**config.mk**
```make
export PLATFORM = sky130hd
export DESIGN_NAME = usb_cmd_decoder_flat
export DESIGN_NICKNAME = d
export VERILOG_FILES = /design/src/rtl/usb_cmd_pkg.sv /design/src/rtl/usb_cmd_decoder_if.sv /design/src/rtl/usb_cmd_decoder.sv /design/src/flat_wrapper.sv
export SDC_FILE = /design/constraint.sdc
export NUM_CORES = 1
export LEC_CHECK = 0
export ABC_AREA = 1
export ABC_CLOCK_PERIOD_IN_PS = 1900
export CORE_MARGIN = 8
export CORE_UTILIZATION = 30
export DETAILED_ROUTE_END_ITERATION = 16
export SLEW_MARGIN = 40
export SYNTH_ARGS = -nofsm -noshare
export SYNTH_HDL_FRONTEND = slang
export SYNTH_SLANG_ARGS = --single-unit
```
**constraint.sdc**
```tcl
create_clock -name clk -period 1.9 [get_ports clk]
set_input_delay 0.38 -clock clk [delete_from_list [all_inputs] [get_ports clk]]
set_output_delay 0.38 -clock clk [all_outputs]
set_load 0.05 [all_outputs]
```
**src/rtl/usb_cmd_pkg.sv**
```systemverilog
// rtl/usb_cmd_pkg.sv - shared constants and state type for the USB command decoder
package usb_cmd_pkg;

  localparam logic [7:0] CMD_SYNC  = 8'hA5;
  localparam logic [7:0] REG_CTRL  = 8'h00;
  localparam logic [7:0] REG_DECIM = 8'h01;
  localparam logic [7:0] EXT_BASE  = 8'h10;

  typedef enum logic [2:0] {
    HUNT = 3'd0,
    ADDR = 3'd1,
    DHI  = 3'd2,
    DLO  = 3'd3,
    CSUM = 3'd4,
    EXEC = 3'd5
  } cmd_state_t;

  function automatic logic [7:0] frame_csum(input logic [7:0] addr, input logic [15:0] data);
    return addr ^ data[15:8] ^ data[7:0];
  endfunction

endpackage

```
**src/rtl/usb_cmd_decoder_if.sv**
```systemverilog
// rtl/usb_cmd_decoder_if.sv - 8-bit command byte stream from the USB FIFO
interface usb_cmd_decoder_if;

  logic [7:0] cmd_tdata;
  logic       cmd_tvalid;
  logic       cmd_tready;

  modport master (
    output cmd_tdata,
    output cmd_tvalid,
    input  cmd_tready
  );

  modport slave (
    input  cmd_tdata,
    input  cmd_tvalid,
    output cmd_tready
  );

endinterface

```
**src/rtl/usb_cmd_decoder.sv**
```systemverilog
// rtl/usb_cmd_decoder.sv - parses 5-byte checksummed register-write frames
// and drives the local control registers plus an external write strobe.
module usb_cmd_decoder
  import usb_cmd_pkg::*;
#(
  parameter int TIMEOUT_CYCLES = 120000,
  parameter int ERR_CNT_WIDTH  = 8
) (
  input  logic                     clk,
  input  logic                     rst,
  usb_cmd_decoder_if.slave         cmd,
  output logic                     stream_en,
  output logic                     channel_sel,
  output logic [15:0]              decim,
  output logic                     ext_wr_en,
  output logic [7:0]               ext_wr_addr,
  output logic [15:0]              ext_wr_data,
  output logic [ERR_CNT_WIDTH-1:0] err_count
);

  localparam int               TO_W    = $clog2(TIMEOUT_CYCLES + 1);
  localparam logic [TO_W-1:0]  TO_LAST = TO_W'(TIMEOUT_CYCLES - 1);

  cmd_state_t               state_q, state_d;
  logic [7:0]               addr_q, addr_d;
  logic [15:0]              data_q, data_d;
  logic [TO_W-1:0]          idle_q, idle_d;
  logic [ERR_CNT_WIDTH-1:0] err_q, err_d;
  logic                     err_inc;
  logic                     accept;
  logic                     in_frame;
  logic                     exec_ctrl, exec_decim;

  assign cmd.cmd_tready = (state_q != EXEC);
  assign accept         = cmd.cmd_tvalid && cmd.cmd_tready;
  assign in_frame       = (state_q == ADDR) || (state_q == DHI) ||
                          (state_q == DLO)  || (state_q == CSUM);

  always_ff @(posedge clk) begin
    if (rst) begin
      state_q <= HUNT;
      addr_q  <= '0;
      data_q  <= '0;
      idle_q  <= '0;
      err_q   <= '0;
    end else begin
      state_q <= state_d;
      addr_q  <= addr_d;
      data_q  <= data_d;
      idle_q  <= idle_d;
      err_q   <= err_d;
    end
  end

  always_comb begin
    state_d = state_q;
    addr_d  = addr_q;
    data_d  = data_q;
    idle_d  = '0;
    err_inc = 1'b0;

    unique case (state_q)
      HUNT: if (accept && cmd.cmd_tdata == CMD_SYNC) state_d = ADDR;
      ADDR: if (accept) begin
        addr_d  = cmd.cmd_tdata;
        state_d = DHI;
      end
      DHI: if (accept) begin
        data_d[15:8] = cmd.cmd_tdata;
        state_d      = DLO;
      end
      DLO: if (accept) begin
        data_d[7:0] = cmd.cmd_tdata;
        state_d     = CSUM;
      end
      CSUM: if (accept) begin
        if (cmd.cmd_tdata == frame_csum(addr_q, data_q)) begin
          state_d = EXEC;
        end else begin
          state_d = HUNT;
          err_inc = 1'b1;
        end
      end
      EXEC:    state_d = HUNT;
      default: state_d = HUNT;
    endcase

    // An accepted byte always beats expiry; the idle count only advances on stalls.
    if (in_frame && !accept) begin
      if (idle_q == TO_LAST) begin
        state_d = HUNT;
        err_inc = 1'b1;
      end else begin
        idle_d = idle_q + 1'b1;
      end
    end

    err_d = (err_inc && (err_q != '1)) ? err_q + 1'b1 : err_q;
  end

  assign exec_ctrl  = (state_q == EXEC) && (addr_q == REG_CTRL);
  assign exec_decim = (state_q == EXEC) && (addr_q == REG_DECIM);

  always_ff @(posedge clk) begin
    if (rst) begin
      stream_en   <= 1'b0;
      channel_sel <= 1'b0;
      decim       <= '0;
    end else begin
      if (exec_ctrl) begin
        stream_en   <= data_q[0];
        channel_sel <= data_q[1];
      end
      if (exec_decim) decim <= data_q;
    end
  end

  // Gated by rst so a reset landing on EXEC never leaks an external write.
  assign ext_wr_en   = (state_q == EXEC) && (addr_q >= EXT_BASE) && !rst;
  assign ext_wr_addr = addr_q;
  assign ext_wr_data = data_q;
  assign err_count   = err_q;

endmodule

```
**src/flat_wrapper.sv**
```systemverilog
// flat-port wrapper written by rule: the top's interface ports become plain ports
module usb_cmd_decoder_flat import usb_cmd_pkg::*;
#(
  parameter int TIMEOUT_CYCLES = 120000,
  parameter int ERR_CNT_WIDTH  = 8
)
  (clk, rst, stream_en, channel_sel, decim, ext_wr_en, ext_wr_addr, ext_wr_data, err_count, cmd_cmd_tdata, cmd_cmd_tvalid, cmd_cmd_tready);
  usb_cmd_decoder_if cmd_i ();
  input  logic clk;
  input  logic rst;
  output logic stream_en;
  output logic channel_sel;
  output logic [15:0] decim;
  output logic ext_wr_en;
  output logic [7:0] ext_wr_addr;
  output logic [15:0] ext_wr_data;
  output logic [ERR_CNT_WIDTH-1:0] err_count;
  input wire logic [$bits(cmd_i.cmd_tdata)-1:0] cmd_cmd_tdata;
  input wire logic [$bits(cmd_i.cmd_tvalid)-1:0] cmd_cmd_tvalid;
  output wire logic [$bits(cmd_i.cmd_tready)-1:0] cmd_cmd_tready;
  assign cmd_i.cmd_tdata = cmd_cmd_tdata;
  assign cmd_i.cmd_tvalid = cmd_cmd_tvalid;
  assign cmd_cmd_tready = cmd_i.cmd_tready;
  usb_cmd_decoder #(.TIMEOUT_CYCLES(TIMEOUT_CYCLES), .ERR_CNT_WIDTH(ERR_CNT_WIDTH)) u_core (.clk(clk), .rst(rst), .cmd(cmd_i), .stream_en(stream_en), .channel_sel(channel_sel), .decim(decim), .ext_wr_en(ext_wr_en), .ext_wr_addr(ext_wr_addr), .ext_wr_data(ext_wr_data), .err_count(err_count));
endmodule
```
==> results.json <==
{
  "use_met2": 0.196,
  "crit_family": "flip-flops",
  "grt_pass1_wl_mm": 14.3,
  "crit_arrival_ps": 1440,
  "antenna_found_initial": 0,
  "cap_viol_max_count": 0,
  "post-route-period-util": 0.959,
  "power.total_mw": 2.90,
  "cts-root-buf": "clkbuf_8",
  "htreeDepth": 3,
  "hold_start": "u_core.idle_q[0]$_SDFF_PP0_",
  "route.vias.total": 3146,
  "port_buffers": 62,
  "synth_area_sq_um": 3370,
  "syn-instance-count": 454,
  "yosysWarningCount": 0,
  "cts_tree": "built",
  "numCtsBuffers": 9,
  "multiInputGateArea_sq_um": 1730,
  "ant_nets": 0,
  "power.density_nw_per_um2": 656,
  "crit_type": "reg -> out",
  "worst_hold_slack_ps": 452,
  "tightestPinTransition_ps": 510,
  "fmax_mhz": 549,
  "crit_chain": "nor4_4, buf_4, nor3_4, buf_12",
  "worst-r2r-cell-count": 11,
  "grt_pass1_vias": 3049,
  "place_hpwl_mm": 6.45,
  "outcome": "finished clean",
  "final_common_cell": "nand2_1",
  "drtIter0Drc": 151,
  "startpoint_type": "register",
  "via_per_inst": 4.61,
  "r2r-end": "u_core.idle_q[16]$_SDFF_PP0_",
  "start_util": 0.309,
  "drt_first_pass_iters": 4,
  "die_x_microns": 122,
  "synth.avg_cell_area_sq_um": 7.42,
  "wl_per_cell_microns": 12.4,
  "routabilityCongestion": 0.833,
  "hp-class": "reg -> reg",
  "rsz0062_at_grt": "no",
  "fin_ws_ps": 77.1,
  "reg2reg_slack_ps": 160,
  "synth-seq-cells": 70,
  "row_count": 38,
  "routed_wl_mm": 8.46,
  "skew_ps": 11.5,
  "pre_cts_slack_ps": -177,
  "die-area_sq_um": 14900,
  "final_cell_area_sq_um": 4430,
  "fin_crit_ps": 1820,
  "fin_util": 0.407,
  "area_growth_pct": 31.5,
  "fill_cells": 1105,
  "final_cells": 683,
  "cp_data_required_time_ps": 1520,
  "worstReg2RegStart": "u_core.idle_q[0]$_SDFF_PP0_",
  "grt_use_total": 0.118,
  "grt_start_max_net_pins": 44,
  "drcViolationCount": 0,
  "n_antenna_cell": 0,
  "drv_slew": 0,
  "hold_end": "u_core.idle_q[0]$_SDFF_PP0_",
  "hold_viol": 0,
  "path_max_fanout": 5,
  "worst_ir_drop_vdd_mv": 0.264,
  "path_buf_inv": 2,
  "clk_latency_ps": 340,
  "yosysUniqueCellTypes": 39,
  "worstSetupEndpointType": "primary output",
  "core_sq_um": 10900,
  "setup_viol": 0,
  "dpl_cell_area_sq_um": 4210,
  "nNetsFinal": 551,
  "clk_pin_slew_ps": 80,
  "fp.dieH_microns": 122,
  "register_area_sq_um": 1400,
  "yosysSeqAreaShare": 0.416,
  "cts_buffer_depth": 2,
  "slowest_stage": "dfxtp_1",
  "leakage_nw": 2.00,
  "post-cts-setup-buffers": 0,
  "slowest_delay_ps": 480,
  "met1_usage": 0.140,
  "dp.cells": 667,
  "use_met3": 0.0398,
  "final_cell_mix": "85 x nand2_1, 69 x dfxtp_1, 59 x buf_4",
  "grt.busiest_layer": "met2",
  "tns_ps": 0,
  "final_layout_size_suffix_gt1_frac": 0.228,
  "holdPathStages": 1,
  "clock-sinks": 70,
  "overflow": 0,
  "ios": 63,
  "syn_nets": 467,
  "timing.slew.headroom": 0.659
}
-- power by group --
part	internal [mW]	total, mW	switching [mW]
Clock	0.515	1.11	0.591
Combinational	0.116	0.293	0.177
Sequential	1.48	1.50	0.0204
Total	2.11	2.90	0.789
-- metal layers --
metal / wire, microns / vias to the layer above
met5: 0 / -
met4: 82 / 0
met3: 605 / 8
met2: 4030 / 62
met1: 3750 / 1420
li1: - / 1656
-- cell type report --
cell class,count,share of cell area
multi-input combinational,320,0.392
sequential,70,0.317
timing repair buffer,84,0.165
inverter,53,0.0455
tap,140,0.0396
clock buffer,10,0.0311
clock inverter,6,0.0105
-- cells by family (layout without fill, tap and decap cells) --
| family | Yosys count | in the layout | share of synthesized area |
|---|---|---|---|
| compound gates | 103 | 103 | 0.162 |
| fa+ha+maj | 2 | 2 | 0.00743 |
| buf+inv | 64 | 153 | 0.0762 |
| simple gates | 195 | 195 | 0.286 |
| flops | 70 | 70 | 0.416 |
| xor+xnor | 20 | 20 | 0.0520 |
-- worst max path at each step --
| stage | from | endpoint | slack [ps] | cells after the start |
|---|---|---|---|---|
| after floorplan | u_core.state_q[0]$_SDFF_PP0_ | ext_wr_en | 20 | 4 |
| after global placement | cmd_cmd_tdata[1] | u_core.err_count[6]$_SDFFE_PP0P_ | -130 | 14 |
| after detailed placement | cmd_cmd_tdata[1] | u_core.err_count[2]$_SDFFE_PP0P_ | -180 | 14 |
| after CTS | u_core.state_q[0]$_SDFF_PP0_ | ext_wr_en | 10 | 5 |
| after global routing | u_core.state_q[0]$_SDFF_PP0_ | ext_wr_en | 20 | 5 |
| final | u_core.ext_wr_addr[7]$_SDFFE_PP0P_ | ext_wr_en | 80 | 4 |
-- repair_timing --
action | CTS | global route
endpoints found under the setup margin | 7 | 13
hold buffers | 0 | 0
gates resized for setup | 9 | 8
pin swaps | 0 | 2
-- flip-flops by register name, summed over array words and instances (netlist names) --
register and cells:
u_core.stream_en 1, u_core.err_count 8, u_core.idle_q 17, u_core.decim 16, u_core.ext_wr_addr 8, u_core.state_q 3, u_core.ext_wr_data 16, u_core.channel_sel 1
-- worst register-to-register path, delay by kind of cell (launching register included) --
| family | cells | cell delay (ps) |
|---|---|---|
| AO/OA/AOI/OAI | 1 | 110 |
| adder cells (fa/ha/maj) | 1 | 180 |
| buffers and inverters | 2 | 190 |
| flip-flops | 1 | 360 |
| AND/OR/NAND/NOR | 7 | 830 |
-- synthesized netlist by cell type, drive strengths merged --
cell type | instances | share of area
o21a | 1 | 0.0022
a211oi | 1 | 0.0022
xnor2 | 9 | 0.023
nand3 | 22 | 0.034
nor4 | 4 | 0.014
nand2 | 100 | 0.13
xor2 | 11 | 0.029
nand3b | 2 | 0.0093
clkbuf | 5 | 0.0056
nor3b | 1 | 0.0022
ha | 2 | 0.0074
nor3 | 11 | 0.023
inv | 52 | 0.058
nor2 | 43 | 0.053
buf | 6 | 0.011
o21ai | 44 | 0.065
or2 | 5 | 0.0093
a21oi | 57 | 0.093
dfxtp | 70 | 0.42
nand4 | 7 | 0.013
clkinv | 1 | 0.0015
Power figures use the tool's default switching activity.
